[config.mk]
export PLATFORM = sky130hd
export DESIGN_NAME = rs_wakeup_queue_flat
export DESIGN_NICKNAME = d
export VERILOG_FILES = /design/src/rtl/rs_wakeup_queue_if.sv /design/src/rtl/rs_wakeup_queue.sv /design/src/flat_wrapper.sv
export SDC_FILE = /design/constraint.sdc
export NUM_CORES = 2
export LEC_CHECK = 0
export ABC_AREA = 1
export CAP_MARGIN = 20
export CORE_UTILIZATION = 40
export DETAILED_ROUTE_END_ITERATION = 6
export GPL_ROUTABILITY_DRIVEN = 0
export SYNTH_ARGS = -nofsm -noshare
export SYNTH_HDL_FRONTEND = slang
export SYNTH_SLANG_ARGS = --single-unit
[constraint.sdc]
create_clock -name clk -period 30.3 [get_ports clk]
set_clock_uncertainty 0.2 [all_clocks]
set_input_delay 6.06 -clock clk [delete_from_list [all_inputs] [get_ports clk]]
set_output_delay 6.06 -clock clk [all_outputs]
set_load 0.005 [all_outputs]
[src/rtl/rs_wakeup_queue_if.sv]
// Dispatch / CDB / issue bundle of one reservation station; the station is the slave.
interface rs_wakeup_queue_if #(
  parameter int DEPTH         = 4,
  parameter int NUM_CDB       = 3,
  parameter int ROB_IDX_WIDTH = 5,
  parameter int DATA_WIDTH    = 32,
  parameter int PAYLOAD_WIDTH = 128
);
  localparam int OCC_W = $clog2(DEPTH + 1);

  logic                             flush;
  logic                             dispatch_valid;
  logic                             dispatch_ready;
  logic [PAYLOAD_WIDTH-1:0]         dispatch_payload;
  logic [ROB_IDX_WIDTH-1:0]         dispatch_rd_rob_idx;
  logic                             dispatch_rs1_ready;
  logic                             dispatch_rs2_ready;
  logic [DATA_WIDTH-1:0]            dispatch_rs1_data;
  logic [DATA_WIDTH-1:0]            dispatch_rs2_data;
  logic [ROB_IDX_WIDTH-1:0]         dispatch_rs1_rob_idx;
  logic [ROB_IDX_WIDTH-1:0]         dispatch_rs2_rob_idx;
  logic [NUM_CDB-1:0]               cdb_valid;
  logic [NUM_CDB*ROB_IDX_WIDTH-1:0] cdb_rob_idx;
  logic [NUM_CDB*DATA_WIDTH-1:0]    cdb_data;
  logic                             issue_valid;
  logic                             issue_ready;
  logic [PAYLOAD_WIDTH-1:0]         issue_payload;
  logic [ROB_IDX_WIDTH-1:0]         issue_rd_rob_idx;
  logic [DATA_WIDTH-1:0]            issue_rs1_data;
  logic [DATA_WIDTH-1:0]            issue_rs2_data;
  logic [OCC_W-1:0]                 occupancy;

  modport master (
    output flush, dispatch_valid, dispatch_payload, dispatch_rd_rob_idx,
           dispatch_rs1_ready, dispatch_rs2_ready, dispatch_rs1_data, dispatch_rs2_data,
           dispatch_rs1_rob_idx, dispatch_rs2_rob_idx, cdb_valid, cdb_rob_idx, cdb_data,
           issue_ready,
    input  dispatch_ready, issue_valid, issue_payload, issue_rd_rob_idx,
           issue_rs1_data, issue_rs2_data, occupancy
  );

  modport slave (
    input  flush, dispatch_valid, dispatch_payload, dispatch_rd_rob_idx,
           dispatch_rs1_ready, dispatch_rs2_ready, dispatch_rs1_data, dispatch_rs2_data,
           dispatch_rs1_rob_idx, dispatch_rs2_rob_idx, cdb_valid, cdb_rob_idx, cdb_data,
           issue_ready,
    output dispatch_ready, issue_valid, issue_payload, issue_rd_rob_idx,
           issue_rs1_data, issue_rs2_data, occupancy
  );
endinterface

[src/rtl/rs_wakeup_queue.sv]
// Reservation station: tag wakeup from the CDBs, oldest-ready issue; issue one cycle after ready.
// Backpressure: dispatch_ready drops when full; an unaccepted issue stays until taken or overtaken by an older op.
module rs_wakeup_queue #(
  parameter int DEPTH         = 4,
  parameter int NUM_CDB       = 3,
  parameter int ROB_IDX_WIDTH = 5,
  parameter int DATA_WIDTH    = 32,
  parameter int PAYLOAD_WIDTH = 128
) (
  input  logic             clk,
  input  logic             rst,
  rs_wakeup_queue_if.slave io
);
  localparam int IDX_W = (DEPTH > 1) ? $clog2(DEPTH) : 1;
  localparam int OCC_W = $clog2(DEPTH + 1);

  typedef struct packed {
    logic [PAYLOAD_WIDTH-1:0] payload;
    logic [ROB_IDX_WIDTH-1:0] rd;
    logic                     rs1_rdy;
    logic [ROB_IDX_WIDTH-1:0] rs1_tag;
    logic [DATA_WIDTH-1:0]    rs1_dat;
    logic                     rs2_rdy;
    logic [ROB_IDX_WIDTH-1:0] rs2_tag;
    logic [DATA_WIDTH-1:0]    rs2_dat;
  } ent_t;

  ent_t             r_ent   [DEPTH];
  logic [DEPTH-1:0] r_vld;
  // r_older[i][j] set means entry i was dispatched before entry j
  logic [DEPTH-1:0] r_older [DEPTH];
  logic [OCC_W-1:0] r_occ;

  logic                  w_dsp_fire;
  logic                  w_iss_fire;
  logic [IDX_W-1:0]      w_alloc_idx;
  logic [DEPTH-1:0]      w_alloc_oh;
  logic [DEPTH-1:0]      w_elig;
  logic [DEPTH-1:0]      w_sel;
  logic [DEPTH-1:0]      w_vld_nxt;
  logic [DEPTH-1:0]      w_wk1_hit;
  logic [DEPTH-1:0]      w_wk2_hit;
  logic [DATA_WIDTH-1:0] w_wk1_dat [DEPTH];
  logic [DATA_WIDTH-1:0] w_wk2_dat [DEPTH];
  ent_t                  w_new;
  ent_t                  w_iss;

  assign io.dispatch_ready = (r_occ < OCC_W'(DEPTH));
  assign w_dsp_fire        = io.dispatch_valid && io.dispatch_ready;
  assign w_iss_fire        = io.issue_valid && io.issue_ready;

  always_comb begin
    w_alloc_idx = '0;
    w_alloc_oh  = '0;
    for (int i = DEPTH - 1; i >= 0; i--) begin
      if (!r_vld[i]) w_alloc_idx = IDX_W'(i);
    end
    w_alloc_oh[w_alloc_idx] = 1'b1;
  end

  // Descending channel scan leaves the lowest matching channel as the winner
  always_comb begin
    for (int i = 0; i < DEPTH; i++) begin
      w_wk1_hit[i] = 1'b0;
      w_wk2_hit[i] = 1'b0;
      w_wk1_dat[i] = '0;
      w_wk2_dat[i] = '0;
      for (int k = NUM_CDB - 1; k >= 0; k--) begin
        if (io.cdb_valid[k] && io.cdb_rob_idx[k*ROB_IDX_WIDTH +: ROB_IDX_WIDTH] == r_ent[i].rs1_tag) begin
          w_wk1_hit[i] = 1'b1;
          w_wk1_dat[i] = io.cdb_data[k*DATA_WIDTH +: DATA_WIDTH];
        end
        if (io.cdb_valid[k] && io.cdb_rob_idx[k*ROB_IDX_WIDTH +: ROB_IDX_WIDTH] == r_ent[i].rs2_tag) begin
          w_wk2_hit[i] = 1'b1;
          w_wk2_dat[i] = io.cdb_data[k*DATA_WIDTH +: DATA_WIDTH];
        end
      end
    end
  end

  always_comb begin
    w_new         = '0;
    w_new.payload = io.dispatch_payload;
    w_new.rd      = io.dispatch_rd_rob_idx;
    w_new.rs1_rdy = io.dispatch_rs1_ready;
    w_new.rs1_tag = io.dispatch_rs1_rob_idx;
    w_new.rs1_dat = io.dispatch_rs1_data;
    w_new.rs2_rdy = io.dispatch_rs2_ready;
    w_new.rs2_tag = io.dispatch_rs2_rob_idx;
    w_new.rs2_dat = io.dispatch_rs2_data;
    for (int k = NUM_CDB - 1; k >= 0; k--) begin
      if (!io.dispatch_rs1_ready && io.cdb_valid[k] &&
          io.cdb_rob_idx[k*ROB_IDX_WIDTH +: ROB_IDX_WIDTH] == io.dispatch_rs1_rob_idx) begin
        w_new.rs1_rdy = 1'b1;
        w_new.rs1_dat = io.cdb_data[k*DATA_WIDTH +: DATA_WIDTH];
      end
      if (!io.dispatch_rs2_ready && io.cdb_valid[k] &&
          io.cdb_rob_idx[k*ROB_IDX_WIDTH +: ROB_IDX_WIDTH] == io.dispatch_rs2_rob_idx) begin
        w_new.rs2_rdy = 1'b1;
        w_new.rs2_dat = io.cdb_data[k*DATA_WIDTH +: DATA_WIDTH];
      end
    end
  end

  always_comb begin
    for (int i = 0; i < DEPTH; i++) begin
      w_elig[i] = r_vld[i] && r_ent[i].rs1_rdy && r_ent[i].rs2_rdy;
    end
  end

  always_comb begin
    w_sel = '0;
    w_iss = '0;
    for (int i = 0; i < DEPTH; i++) begin
      w_sel[i] = w_elig[i];
      for (int j = 0; j < DEPTH; j++) begin
        if (j != i && w_elig[j] && r_older[j][i]) w_sel[i] = 1'b0;
      end
      if (w_sel[i]) w_iss = r_ent[i];
    end
  end

  assign io.issue_valid      = |w_sel;
  assign io.issue_payload    = w_iss.payload;
  assign io.issue_rd_rob_idx = w_iss.rd;
  assign io.issue_rs1_data   = w_iss.rs1_dat;
  assign io.issue_rs2_data   = w_iss.rs2_dat;
  assign io.occupancy        = r_occ;

  assign w_vld_nxt = (r_vld & ~(w_iss_fire ? w_sel : '0)) | (w_dsp_fire ? w_alloc_oh : '0);

  always_ff @(posedge clk or posedge rst) begin
    if (rst) begin
      r_vld <= '0;
      r_occ <= '0;
      for (int i = 0; i < DEPTH; i++) begin
        r_ent[i]   <= '0;
        r_older[i] <= '0;
      end
    end else if (io.flush) begin
      r_vld <= '0;
      r_occ <= '0;
    end else begin
      r_vld <= w_vld_nxt;
      case ({w_dsp_fire, w_iss_fire})
        2'b10:   r_occ <= r_occ + OCC_W'(1);
        2'b01:   r_occ <= r_occ - OCC_W'(1);
        default: r_occ <= r_occ;
      endcase
      for (int i = 0; i < DEPTH; i++) begin
        if (r_vld[i] && !r_ent[i].rs1_rdy && w_wk1_hit[i]) begin
          r_ent[i].rs1_rdy <= 1'b1;
          r_ent[i].rs1_dat <= w_wk1_dat[i];
        end
        if (r_vld[i] && !r_ent[i].rs2_rdy && w_wk2_hit[i]) begin
          r_ent[i].rs2_rdy <= 1'b1;
          r_ent[i].rs2_dat <= w_wk2_dat[i];
        end
      end
      // New entry is younger than everything: clear its row, set its column
      if (w_dsp_fire) begin
        r_ent[w_alloc_idx]   <= w_new;
        r_older[w_alloc_idx] <= '0;
        for (int j = 0; j < DEPTH; j++) begin
          if (IDX_W'(j) != w_alloc_idx) r_older[j][w_alloc_idx] <= 1'b1;
        end
      end
    end
  end
endmodule

[src/flat_wrapper.sv]
// flat-port wrapper written by rule: the top's interface ports become plain ports
module rs_wakeup_queue_flat 
#(
  parameter int DEPTH         = 4,
  parameter int NUM_CDB       = 3,
  parameter int ROB_IDX_WIDTH = 5,
  parameter int DATA_WIDTH    = 32,
  parameter int PAYLOAD_WIDTH = 128
)
  (clk, rst, io_flush, io_dispatch_valid, io_dispatch_payload, io_dispatch_rd_rob_idx, io_dispatch_rs1_ready, io_dispatch_rs2_ready, io_dispatch_rs1_data, io_dispatch_rs2_data, io_dispatch_rs1_rob_idx, io_dispatch_rs2_rob_idx, io_cdb_valid, io_cdb_rob_idx, io_cdb_data, io_issue_ready, io_dispatch_ready, io_issue_valid, io_issue_payload, io_issue_rd_rob_idx, io_issue_rs1_data, io_issue_rs2_data, io_occupancy);
  rs_wakeup_queue_if #(.DEPTH(DEPTH), .NUM_CDB(NUM_CDB), .ROB_IDX_WIDTH(ROB_IDX_WIDTH), .DATA_WIDTH(DATA_WIDTH), .PAYLOAD_WIDTH(PAYLOAD_WIDTH)) io_i ();
  input  logic clk;
  input  logic rst;
  input wire logic [$bits(io_i.flush)-1:0] io_flush;
  input wire logic [$bits(io_i.dispatch_valid)-1:0] io_dispatch_valid;
  input wire logic [$bits(io_i.dispatch_payload)-1:0] io_dispatch_payload;
  input wire logic [$bits(io_i.dispatch_rd_rob_idx)-1:0] io_dispatch_rd_rob_idx;
  input wire logic [$bits(io_i.dispatch_rs1_ready)-1:0] io_dispatch_rs1_ready;
  input wire logic [$bits(io_i.dispatch_rs2_ready)-1:0] io_dispatch_rs2_ready;
  input wire logic [$bits(io_i.dispatch_rs1_data)-1:0] io_dispatch_rs1_data;
  input wire logic [$bits(io_i.dispatch_rs2_data)-1:0] io_dispatch_rs2_data;
  input wire logic [$bits(io_i.dispatch_rs1_rob_idx)-1:0] io_dispatch_rs1_rob_idx;
  input wire logic [$bits(io_i.dispatch_rs2_rob_idx)-1:0] io_dispatch_rs2_rob_idx;
  input wire logic [$bits(io_i.cdb_valid)-1:0] io_cdb_valid;
  input wire logic [$bits(io_i.cdb_rob_idx)-1:0] io_cdb_rob_idx;
  input wire logic [$bits(io_i.cdb_data)-1:0] io_cdb_data;
  input wire logic [$bits(io_i.issue_ready)-1:0] io_issue_ready;
  output wire logic [$bits(io_i.dispatch_ready)-1:0] io_dispatch_ready;
  output wire logic [$bits(io_i.issue_valid)-1:0] io_issue_valid;
  output wire logic [$bits(io_i.issue_payload)-1:0] io_issue_payload;
  output wire logic [$bits(io_i.issue_rd_rob_idx)-1:0] io_issue_rd_rob_idx;
  output wire logic [$bits(io_i.issue_rs1_data)-1:0] io_issue_rs1_data;
  output wire logic [$bits(io_i.issue_rs2_data)-1:0] io_issue_rs2_data;
  output wire logic [$bits(io_i.occupancy)-1:0] io_occupancy;
  assign io_i.flush = io_flush;
  assign io_i.dispatch_valid = io_dispatch_valid;
  assign io_i.dispatch_payload = io_dispatch_payload;
  assign io_i.dispatch_rd_rob_idx = io_dispatch_rd_rob_idx;
  assign io_i.dispatch_rs1_ready = io_dispatch_rs1_ready;
  assign io_i.dispatch_rs2_ready = io_dispatch_rs2_ready;
  assign io_i.dispatch_rs1_data = io_dispatch_rs1_data;
  assign io_i.dispatch_rs2_data = io_dispatch_rs2_data;
  assign io_i.dispatch_rs1_rob_idx = io_dispatch_rs1_rob_idx;
  assign io_i.dispatch_rs2_rob_idx = io_dispatch_rs2_rob_idx;
  assign io_i.cdb_valid = io_cdb_valid;
  assign io_i.cdb_rob_idx = io_cdb_rob_idx;
  assign io_i.cdb_data = io_cdb_data;
  assign io_i.issue_ready = io_issue_ready;
  assign io_dispatch_ready = io_i.dispatch_ready;
  assign io_issue_valid = io_i.issue_valid;
  assign io_issue_payload = io_i.issue_payload;
  assign io_issue_rd_rob_idx = io_i.issue_rd_rob_idx;
  assign io_issue_rs1_data = io_i.issue_rs1_data;
  assign io_issue_rs2_data = io_i.issue_rs2_data;
  assign io_occupancy = io_i.occupancy;
  rs_wakeup_queue #(.DEPTH(DEPTH), .NUM_CDB(NUM_CDB), .ROB_IDX_WIDTH(ROB_IDX_WIDTH), .DATA_WIDTH(DATA_WIDTH), .PAYLOAD_WIDTH(PAYLOAD_WIDTH)) u_core (.clk(clk), .rst(rst), .io(io_i));
endmodule
==> flow_metrics.tcl <==
set metrics [dict create \
    cp.depth 12 \
    numPortBuffers 529 \
    maxSlewHeadroom 0.07008 \
    place_hpwl_mm 156.2 \
    worst-setup-path-type "flop to primary output" \
    min_from "u_core.r_ent[497]" \
    crit_buf_inv 4 \
    slew_violations 0 \
    grt_pass1_vias 55234 \
    fin_crit_sh 0.3789 \
    yosysWarningCount 0 \
    grt_util_all_layers 0.3520 \
    post-cts-setup-buffers 0 \
    cpMaxStageDelayCell "buf_4" \
    grt_start_max_net_pins 225 \
    r2r_end "u_core.r_ent[375]" \
    clk_path_buf_depth 3 \
    core-area_um2 133800 \
    ys_seq_elements 855 \
    hold_depth 2 \
    clk_pin_slew_ps 60 \
    ff2ff_path_depth 10 \
    fmax_mhz 87.11 \
    finalWorstSetupSlack_ps 18820 \
    clock_sinks 855 \
    pwr-share-clk 0.323 \
    fillers 13740 \
    pwr-share-seq 0.403 \
    vias 59327 \
    leakagePower_uw 0.03213 \
    start_util 0.4038 \
    syn_inst 8267 \
    cp-endpoint "io_issue_rs1_data[30]" \
    p_per_area_nw_per_um2 67.10 \
    drc_errors 70 \
    cp-startpoint "u_core.r_ent[75]" \
    cpMostUsedCell "nand2_1" \
    cap_violations 0 \
    syn_avg_cell_area_um2 6.536 \
    placed_area_um2 59690 \
    intPower_uw 2755 \
    clkLatencyLatePin_ps 760 \
    finalInstanceArea_um2 63510 \
    endpoint_kind "primary output" \
    cp_max_fo 129 \
    rows 134 \
    max_stage_delay_ps 880 \
    antenna_found_initial 45 \
    holdWs_ps 272.3 \
    worst_setup_path_start_kind "flop" \
    setup_viol 0 \
    worstHoldPathType "flop to flop" \
    root_buffer "clkbuf_16" \
    via_per_inst 5.803 \
    path_cells "nand2_1 -> nor2_1 -> nand2_1 -> nand2_1 -> nor2_1 -> inv_8 -> buf_4 -> buf_4 -> o21ai_0 -> o211ai_1 -> a21oi_1 -> clkdlybuf4s50_1" \
    fp.dieW_um 369.5 \
    synth_nets 8596 \
    ios 530 \
    first_iter_violations 8160 \
    switching_share 0.3535 \
    p_comb_frac 0.275 \
    crit_arrival_ps 5220 \
    cts_hold_buf 0 \
    synth-seq-area-share 0.3960 \
    r2r_slack_ps 25890 \
    grt_pass1_wl_mm 361.6 \
    syn_to_final_growth_pct 17.54 \
    tightest_slew_ps 1395 \
    violations "design-rule violations" \
    fin_tns_setup_ps 0 \
    final_nets 8688 \
    reg2reg_from "u_core.io.occupancy[2]" \
    ir_drop_v 0.00005807 \
    dieArea_um2 136500 \
    routed_wirelength_mm 245.9 \
    postCtsResizedCells 0 \
    wl_per_cell_um 24.05 \
    drive_above_1_share 0.04061 \
    cts_buffers 102 \
    rsz0062_at_grt "false" \
    status "finished, violations left" \
    critPathTopFamily "buffers and inverters" \
    overflow 0 \
    period_minus_slack_ps 11480 \
    required_ps 24040 \
    cts_tree "yes" \
    ant_nets 0 \
    netlist_area_um2 54030 \
    fp.dieH_um 369.5 \
    synth_cell_type_count 34 \
    first_pass_iters 7 \
    hold_violations 0 \
    place_ws_ps 19540 \
    htree_levels 3 \
    p_sw_uw 1506 \
]
## Yosys cell counts, drive strengths merged
| master | instances | share of area |
|---|---|---|
| o21bai | 1 | 0.00014 |
| fa | 1 | 0.00037 |
| nor3 | 10 | 0.0012 |
| nand4 | 92 | 0.011 |
| o221ai | 3 | 0.00049 |
| buf | 287 | 0.026 |
| nor2 | 583 | 0.041 |
| inv | 729 | 0.051 |
| dfrtp | 855 | 0.40 |
| a22oi | 167 | 0.023 |
| o22ai | 3 | 0.00035 |
| nand2 | 2939 | 0.20 |
| clkbuf | 340 | 0.024 |
| o21a | 1 | 0.00014 |
| a21oi | 445 | 0.042 |
| o211ai | 220 | 0.031 |
| nand3 | 458 | 0.043 |
| o21ai | 1113 | 0.10 |
| nand3b | 10 | 0.0014 |
| xor2 | 2 | 0.00032 |
| clkinv | 8 | 0.00056 |
## per-layer routing
layer,track usage,share of wire,routed length [µm],up-vias
met5,0,0.0017,414,-
met4,0.2237,0.074,18170,64
met3,0.1116,0.13,30920,934
met2,0.5213,0.42,104100,3758
met1,0.4418,0.38,92240,27686
li1,-,-,-,26885
## power by group through the flow
stage / Combinational (µW) / Clock, µW / Sequential (µW)
detailed placement: 1140 / 0 / 1720
CTS: 1150 / 1390 / 1710
floorplan: 742 / 0 / 1670
finish: 1170 / 1380 / 1720
global route: 1310 / 1440 / 1750
global placement: 1120 / 0 / 1710
## per-stage QoR
stage	utilization	total power [µW]	cells
floorplan	-	2412	8267
global placement	0.4460	2834	10020
detailed placement	0.4461	2860	10021
CTS	0.4742	4243	10213
global route	0.4746	4496	10219
finish	0.4747	4261	10224
## worst reg2reg max path, stage by stage, from the launching register on
cell and delay [ps]:
dfrtp_1 510, nor2_1 180, inv_2 210, nor2_2 80, inv_2 180, nor2_4 50
buf_4 250, inv_8 560, buf_4 820, buf_4 960, o21ai_0 260
## placed cells by master (no fill, tap or decap), types with 3 or more instances in the layout
cell type           n
nand2_1          2934
o21ai_0           992
dfrtp_1           855
inv_1             702
nor2_1            561
clkdlybuf4s50_1   528
nand3_1           444
a21oi_1           434
o211ai_1          220
a22oi_1           167
o21ai_1           120
clkbuf_16         104
nand4_1            92
buf_4              80
clkbuf_8           29
inv_2              20
clkinv_2           19
clkbuf_1           19
bufinv_16          15
nand3_2            14
nor2_4             13
a21oi_2            10
nand3b_1           10
diode_2             9
nor2_2              9
nor3_1              8
clkinv_1            7
nand2_2             5
inv_8               5
clkinv_16           4
inv_6               3
o221ai_1            3
o22ai_1             3
buf_12              3
## worst min-delay path by stage
stage,to,slack (ps)
after CTS,u_core.r_ent[497],270
after floorplan,flop,240
after global routing,u_core.r_ent[371],300
after global placement,u_core.r_ent[497],250
final,u_core.r_ent[497],270
after detailed placement,u_core.r_ent[497],260
## layout make-up
cell class	instances	area, µm²	area share
clock buffer	151	3059	0.04817
multi-input combinational	6048	27290	0.4297
sequential	855	21400	0.3369
timing repair buffer	615	6017	0.09475
tap	1768	2212	0.03483
clock inverter	41	694.4	0.01093
antenna	9	22.52	0.0003546
inverter	737	2815	0.04433
## flip-flops by register name, indices dropped and copies added, names as in the netlist, named ones only
name / cells
u_core.io.occupancy: 3
u_core.r_older: 4
u_core.r_ent: 836
u_core.r_vld: 4
## kinds of logic after synthesis
logic type | synth area share
simple gates | 0.3021
compound gates | 0.2000
buf+inv | 0.1012
flops | 0.3960
xor+xnor | 0.0003243
fa+ha+maj | 0.0003705
No activity file was read; power rests on OpenSTA's default activity.
